$ cat src/rtl/ctrl_fsm.sv
// Multi-cycle control unit for the reduced RV32I fetch datapath: latches the fetched word,
// decodes it, builds the immediate and sequences regfile/ALU/memory strobes, one instruction at a time.
module ctrl_fsm #(
  parameter int W     = 32,
  parameter int CNT_W = 16
) (
  input  logic             clk,
  input  logic             rst,
  input  logic [W-1:0]     instr,
  input  logic             eq,
  input  logic             mem_ready,
  output logic             pc_en,
  output logic             PCsrc,
  output logic [W-1:0]     IMMop,
  output logic             RegWrite,
  output logic             ALUsrc,
  output logic [2:0]       ALUctrl,
  output logic             MemRead,
  output logic             MemWrite,
  output logic [4:0]       rs1,
  output logic [4:0]       rs2,
  output logic [4:0]       rd,
  output logic             trap,
  output logic [CNT_W-1:0] retired
);

  typedef enum logic [2:0] {FETCH, DECODE, EXEC, MEM, WB, TRAP} state_t;
  typedef enum logic [2:0] {OP_ADD, OP_ADDI, OP_LW, OP_SW, OP_BEQ, OP_BNE, OP_ILL} op_t;

  localparam logic [2:0] ALU_ADD = 3'b000;
  localparam logic [2:0] ALU_SUB = 3'b001;

  state_t       state;
  op_t          op_q;
  op_t          dec_op;
  logic [W-1:0] ir;
  logic [W-1:0] dec_imm;
  logic         is_br;
  logic         br_take;

  function automatic op_t decode(input logic [31:0] i);
    op_t r;
    r = OP_ILL;
    case (i[6:0])
      7'b0110011: if (i[14:12] == 3'b000 && i[31:25] == 7'b0000000) r = OP_ADD;
      7'b0010011: if (i[14:12] == 3'b000) r = OP_ADDI;
      7'b0000011: if (i[14:12] == 3'b010) r = OP_LW;
      7'b0100011: if (i[14:12] == 3'b010) r = OP_SW;
      7'b1100011: begin
        if (i[14:12] == 3'b000)      r = OP_BEQ;
        else if (i[14:12] == 3'b001) r = OP_BNE;
      end
      default: r = OP_ILL;
    endcase
    return r;
  endfunction

  function automatic logic [W-1:0] imm_gen(input op_t op, input logic [31:0] i);
    logic [W-1:0] r;
    r = '0;
    case (op)
      OP_ADDI, OP_LW: r = {{(W-12){i[31]}}, i[31:20]};
      OP_SW:          r = {{(W-12){i[31]}}, i[31:25], i[11:7]};
      OP_BEQ, OP_BNE: r = {{(W-13){i[31]}}, i[31], i[7], i[30:25], i[11:8], 1'b0};
      default:        r = '0;
    endcase
    return r;
  endfunction

  assign dec_op  = decode(ir[31:0]);
  assign dec_imm = imm_gen(dec_op, ir[31:0]);

  assign rs1 = ir[19:15];
  assign rs2 = ir[24:20];
  assign rd  = ir[11:7];

  // eq and mem_ready act within the same cycle, so the PC strobes are decoded from state
  assign is_br   = (op_q == OP_BEQ) || (op_q == OP_BNE);
  assign br_take = ((op_q == OP_BEQ) && eq) || ((op_q == OP_BNE) && !eq);
  assign pc_en   = ((state == EXEC) && is_br) ||
                   ((state == MEM) && (op_q == OP_SW) && mem_ready) ||
                   (state == WB);
  assign PCsrc   = (state == EXEC) && is_br && br_take;

  always_ff @(posedge clk or negedge rst) begin
    if (!rst) begin
      state    <= FETCH;
      op_q     <= OP_ADD;
      ir       <= '0;
      IMMop    <= '0;
      RegWrite <= 1'b0;
      ALUsrc   <= 1'b0;
      ALUctrl  <= ALU_ADD;
      MemRead  <= 1'b0;
      MemWrite <= 1'b0;
      trap     <= 1'b0;
      retired  <= '0;
    end else begin
      if (pc_en) retired <= retired + 1'b1;
      case (state)
        FETCH: begin
          ir    <= instr;
          state <= DECODE;
        end
        DECODE: begin
          IMMop <= dec_imm;
          op_q  <= dec_op;
          if (dec_op == OP_ILL) begin
            trap  <= 1'b1;
            state <= TRAP;
          end else begin
            ALUsrc  <= (dec_op == OP_ADDI) || (dec_op == OP_LW) || (dec_op == OP_SW);
            ALUctrl <= ((dec_op == OP_BEQ) || (dec_op == OP_BNE)) ? ALU_SUB : ALU_ADD;
            state   <= EXEC;
          end
        end
        EXEC: begin
          if (is_br) begin
            ALUsrc  <= 1'b0;
            ALUctrl <= ALU_ADD;
            state   <= FETCH;
          end else if ((op_q == OP_ADD) || (op_q == OP_ADDI)) begin
            RegWrite <= 1'b1;
            state    <= WB;
          end else begin
            MemRead  <= (op_q == OP_LW);
            MemWrite <= (op_q == OP_SW);
            state    <= MEM;
          end
        end
        MEM: begin
          if (mem_ready) begin
            MemRead  <= 1'b0;
            MemWrite <= 1'b0;
            if (op_q == OP_LW) begin
              RegWrite <= 1'b1;
              state    <= WB;
            end else begin
              ALUsrc  <= 1'b0;
              ALUctrl <= ALU_ADD;
              state   <= FETCH;
            end
          end
        end
        WB: begin
          RegWrite <= 1'b0;
          ALUsrc   <= 1'b0;
          ALUctrl  <= ALU_ADD;
          state    <= FETCH;
        end
        TRAP: state <= TRAP;
        default: state <= FETCH;
      endcase
    end
  end

endmodule
$ cat config.mk
export PLATFORM = sky130hd
export DESIGN_NAME = ctrl_fsm
export DESIGN_NICKNAME = d
export VERILOG_FILES = /design/src/rtl/ctrl_fsm.sv
export SDC_FILE = /design/constraint.sdc
export NUM_CORES = 1
export LEC_CHECK = 0
export BUFFER_PORTS_ARGS = -buffer_cell sky130_fd_sc_hd__buf_2
export CAP_MARGIN = 0
export CORE_UTILIZATION = 30
export DETAILED_ROUTE_END_ITERATION = 7
export GPL_TIMING_DRIVEN = 0
export HOLD_SLACK_MARGIN = 0.06
export PLACE_DENSITY_LB_ADDON = 0.12
export SKIP_CTS_REPAIR_TIMING = 1
export SYNTH_ARGS = -nofsm -noshare
export SYNTH_HDL_FRONTEND = slang
export SYNTH_SLANG_ARGS = --single-unit
$ cat constraint.sdc
create_clock -name clk -period 1.9 [get_ports clk]
set_input_delay 0.19 -clock clk [delete_from_list [all_inputs] [get_ports clk]]
set_output_delay 0.19 -clock clk [all_outputs]
set_load 0.02 [all_outputs]
==> impl_metrics.ini, run 1 <==
[outcome]
status = complete, but fails checks
violations = DRC, setup timing

[die]
start_util_pct = 31.09
dieArea_um2 = 12430
fp.dieW_um = 111.5
chipHeight_um = 111.5
rows = 39
num_io_pins = 109
design.core.area_um2 = 11560

[route]
wl_um = 8566
drc = 7
vias = 2711
firstDrtPassIters = 6
drtIter0Drc = 116
routedWlPerCell_um = 14.52
ant_nets = 0
viasPerCell = 4.595

[yosys]
syn_inst = 320
yosys_warnings = 0
synthDominantCellAreaShare_pct = 50.80
ys_async_sr_fraction_pct = 100.0
ys_ff_latch = 73
synth_edf_count = 0
synth_cell_types = 53
ys.flop_type = dfrtp_1
seq_area_frac_synth_pct = 50.80
yosys-top-cells-area = dfrtp_1 (51%), mux2_2 (10%), buf_4 (7.5%)
syn_area_per_cell_um2 = 11.24
synth_area_leader_cell = dfrtp_1
synth_area_um2 = 3596

[final_layout]
area_delta_synth_final_pct = 36.92
drive_above_1_share_pct = 54.14
mostFrequentLayoutCell = buf_2
final_area_um2 = 4923
fin_cells = 590
nets = 479
diodes = 0
final_cell_mix = buf_2 (106), dfrtp_1 (71), buf_4 (40), mux2_2 (32), nand2_1 (20)

[timing]
final_hold_viol_count = 0
layout_min_cycle_time_ns = 2.162
fmax_mhz = 462.6
rsz0062_at_grt = yes
fin_crit_sh_pct = 113.8
fin_hold_ws_ns = 0.06284
setup_violations = 17
slew_viol_final = 0
tightestPinTransition_ns = 0.5694
finalClockSkew_ns = 0.003899
fin_ws_ns = -0.2617
slew_headroom_pct = 62.04

[power_and_ir_drop]
pwr_density_cell_nw_per_um2 = 1505
ir_drop_mv = 0.7417
power_mw = 7.409
p_leak_nw = 2.420

[critical_path]
crit_chain = nand4bb_1, buf_6, or4_4, o22a_4, o31ai_4, mux2_4
path_class = register to register
crit_fanout = 3
crit_required_ns = 2.12
arrival_ns = 2.38
cp-end-kind = register
cpPeakStageDelay_ns = 0.51
critPathSlowestCell = or4_4
worst_setup_path_start_kind = register

[grt]
antenna_found_initial = 0
grt-ovfl-total = 0
grt_pass1_wl_um = 13590
track_usage_pct = 14.17
grt_max_degree = 49
first_global_vias = 2593

[clock_tree]
htreeDepth = 3
cts_tree = done
cts-root-buf = clkbuf_16
clock-sinks = 73
clk_latency_ns = 0.33
clkTransAtPathRegs_ns = 0.05
clockBufferDepth = 2
cts-buffers-inserted = 9

[min_path]
hold_class = input port to register

[run]
cap_viol_max_count = 0

[placed_design]
portBuffers = 106
placed_area_um2 = 4350
placedCellCount = 571
dp.final_hpwl_um = 6097
gp_congestion = 0.7869
pre_cts_ws_ns = -0.4426
routing by layer:
metal  track usage [%]  part of all wire, %
met1             19.05                   47
met2             21.63                   47
met3             3.865                  4.9
met4             5.676                  1.1
met5                 0                    0
sequential cells by signal, indices dropped and copies added, names as in the netlist:
register	flops
state	3
op_q	3
MemWrite	1
MemRead	1
RegWrite	1
ir	32
ALUctrl	1
trap	1
IMMop	13
ALUsrc	1
retired	16
layout make-up:
class	count	area (um2)
Multi-Input combinational cell	194	1599
Sequential cell	73	1829
Clock buffer	10	239.0
Buffer	45	325.3
Tap cell	143	178.9
Clock inverter	6	105.1
Timing Repair Buffer	113	624.3
Inverter	6	22.52
Fill cell	1105	6641
critical path: cells and delay by family, from the launching register on:
| family | cells | cell delay, ns |
|---|---|---|
| compound gates | 2 | 0.48 |
| buf+inv | 1 | 0.15 |
| flops | 1 | 0.37 |
| mux | 1 | 0.32 |
| simple gates | 2 | 0.72 |
path summary, 6_finish.rpt:
check / start / end / slack, ns / cells past startpoint
min reg2reg: trap$_DFFE_PN0P_ / trap$_DFFE_PN0P_ / 0.46 / 1
max: ir[2]$_DFFE_PN0N_ / ALUsrc$_DFFE_PN0P_ / -0.26 / 6
min: instr[4] / ir[4]$_DFFE_PN0N_ / 0.06 / 3
min in group asynchronous: rst / ir[26]$_DFFE_PN0N_ / 0.32 / 2
max in group asynchronous: rst / ir[6]$_DFFE_PN0N_ / 1.00 / 3
max reg2reg: ir[2]$_DFFE_PN0N_ / ALUsrc$_DFFE_PN0P_ / -0.26 / 6
logic make-up (layout without fill, tap and decap cells):
family          count (synthesis)  count (layout)  share of synthesized area [%]
mux                            35              35                          10.89
xor+xnor                       16              16                          3.897
fa+ha+maj                       1               1                         0.3479
other cells                     1               2                         0.1043
compound gates                 46              46                          9.917
buf+inv                        54             180                          9.464
flops                          73              73                          50.80
simple gates                   94              94                          14.58
cells in the mapped netlist, drive strengths merged (7+ instances only):
| cell type | n |
|---|---|
| a22o | 9 |
| nor2 | 12 |
| nor2b | 7 |
| buf | 38 |
| xor2 | 10 |
| clkbuf | 10 |
| nand3 | 8 |
| dfrtp | 73 |
| o21ai | 10 |
| mux2 | 33 |
| nand2 | 22 |
| nor3 | 11 |
| nand4 | 7 |
through the flow:
stage	util [%]	setup TNS, ns
floorplan	-	-0.1548
global placement	37.36	-15.38
detailed placement	37.62	-15.29
CTS	40.59	-16.66
global route	42.57	-3.173
finish	42.57	-1.145
report_power, final:
group	total [mW]	internal [mW]	leakage, nW	switching, mW
logic	2.89	1.38	1.34	1.50
clock network	1.94	1.31	0.172	0.630
registers	2.58	2.06	0.911	0.525
total	7.41	4.75	2.42	2.66
Power figures use the tool's default switching activity.
==> run 2: changes to the inputs <==
- REMOVE_ABC_BUFFERS: not set -> 1
==> run 2 against run 1 <==
The flow still finishes with violations (DRC, setup timing). Core utilization decreased by 0.77 points. Count of clock-buffer cells in the layout rose by 2. Register-to-register slack better by 0.095 ns. Non-clock buffer count is 17 lower. Critical endpoint unchanged. Largest cell class unchanged. Highest routed layer unchanged.
==> impl_metrics.ini, run 2 (synthesis gave the netlist of run 1 again) <==
[timing]
final_hold_viol_count = 0
rsz0062_at_grt = yes
fin_tns_setup_ns = -0.5048
fin_ws_ns = -0.1662
setup_violations = 7
fin_hold_ws_ns = 0.07004
fin_crit_sh_pct = 108.7
layout_min_cycle_time_ns = 2.066
fmax_mhz = 484.0
finalClockSkew_ns = 0.006156
slew_viol_final = 0

[route]
vias = 2712
wl_um = 8439
drc = 12
drtIter0Drc = 131
viasPerCell = 4.741
routedWlPerCell_um = 14.75
ant_nets = 0
firstDrtPassIters = 8

[outcome]
status = complete, but fails checks
violations = DRC, setup timing

[clock_tree]
cts-buffers-inserted = 9
clockBufferDepth = 2
cts_tree = done
clock-sinks = 73
clkTransAtPathRegs_ns = 0.06
cts-root-buf = clkbuf_16
htreeDepth = 3
clk_latency_ns = 0.33

[power_and_ir_drop]
p_leak_nw = 2.354
power.switching_mw = 2.703
pwr_density_cell_nw_per_um2 = 1521
clock_power_share_pct = 22.9
swShare_pct = 36.76
intPower_mw = 4.649
seq_power_share_pct = 35.6
power_mw = 7.352
ir_drop_mv = 0.6968
power_frac_comb_pct = 41.5

[final_layout]
largest_register_ffs = 32
mostFrequentLayoutCell = buf_2
final_cell_mix = buf_2 (104), dfrtp_1 (67), mux2_2 (32), buf_4 (30), nand2_1 (21)
final_util_pct = 41.80
nets = 462
final_area_um2 = 4835
top_regs = ir (32), retired (16), IMMop (13)
diodes = 0
fillers = 1115
top_register = ir
seqCellArea_um2 = 1837
fin_cells = 572
area_delta_synth_final_pct = 34.45
drive_above_1_share_pct = 54.08
multiInputGateArea_um2 = 1667

[critical_path]
cp.depth = 5
arrival_ns = 2.28
worst_setup_path_start_kind = register
critPathSlowestCell = or4_4
crit_fanout = 4
cp_top_family = simple AND/OR/NAND/NOR gates
crit_buf_inv = 0
cpPeakStageDelay_ns = 0.53
path_class = register to register
reg2reg_depth = 5
crit_chain = nand4bb_4, or4_4, o22a_4, o31ai_4, mux2_4
cp-end-kind = register
crit_required_ns = 2.11

[placed_design]
dp.final_hpwl_um = 5662
portBuffers = 106
placedCellCount = 526
pre_cts_ws_ns = -0.7307
gp_congestion = 0.7600
placed_area_um2 = 4065

[die]
fp.dieW_um = 111.5
design.core.area_um2 = 11560
num_io_pins = 109
start_util_pct = 31.09
dieArea_um2 = 12430
rows = 39
chipHeight_um = 111.5

[min_path]
hold_class = input port to register
min_path_cells = 3

[run]
cap_viol_max_count = 0

[grt]
track_usage_pct = 13.83
first_global_vias = 2533
grt_pass1_wl_um = 13310
grt-ovfl-total = 0
antenna_found_initial = 0
grt_max_degree = 46
-- run 2: layer usage --
layer	up-vias	global-route usage, %	part of all wire, %
met3	9	3.811	5.1
met5	-	0	0
met4	0	6.757	1.7
li1	1323	-	-
met2	72	20.96	46
met1	1308	18.23	47
-- run 2: final timing paths --
path,from,to,slack (ns)
worst max-delay path,ir[3]$_DFFE_PN0N_,ALUsrc$_DFFE_PN0P_,-0.17
worst min register to register,retired[15]$_DFFE_PN0P_,retired[15]$_DFFE_PN0P_,0.46
worst min-delay path,instr[4],ir[4]$_DFFE_PN0N_,0.07
worst max register to register,ir[3]$_DFFE_PN0N_,ALUsrc$_DFFE_PN0P_,-0.17
max in group asynchronous,rst,state[0]$_DFFE_PN0P_,0.98
min in group asynchronous,rst,ir[14]$_DFFE_PN0N_,0.34
-- run 2: worst reg2reg max path, stage by stage (launching register included) --
cell	delay, ns
dfrtp_1	0.37
nand4bb_4	0.26
or4_4	0.53
o22a_4	0.27
o31ai_4	0.21
mux2_4	0.32
-- run 2: area by class of cell --
class	instances	share of cell area, %
flip-flops and latches	73	37.99
multi-input cells	194	34.47
repair buffers	141	17.24
clock buffers	12	5.305
well taps	143	3.701
clock inverters	3	0.8282
inverters	6	0.4658
-- run 2: power by group through the flow --
stage	Clock, mW	Sequential [mW]	Combinational, mW
6_report	1.68	2.62	3.05
5_1_grt	1.82	2.72	3.31
4_1_cts	1.75	2.60	2.34
3_5_place_dp	0	2.62	2.32
3_3_place_gp	0	2.59	2.16
2_1_floorplan	0	2.81	1.31
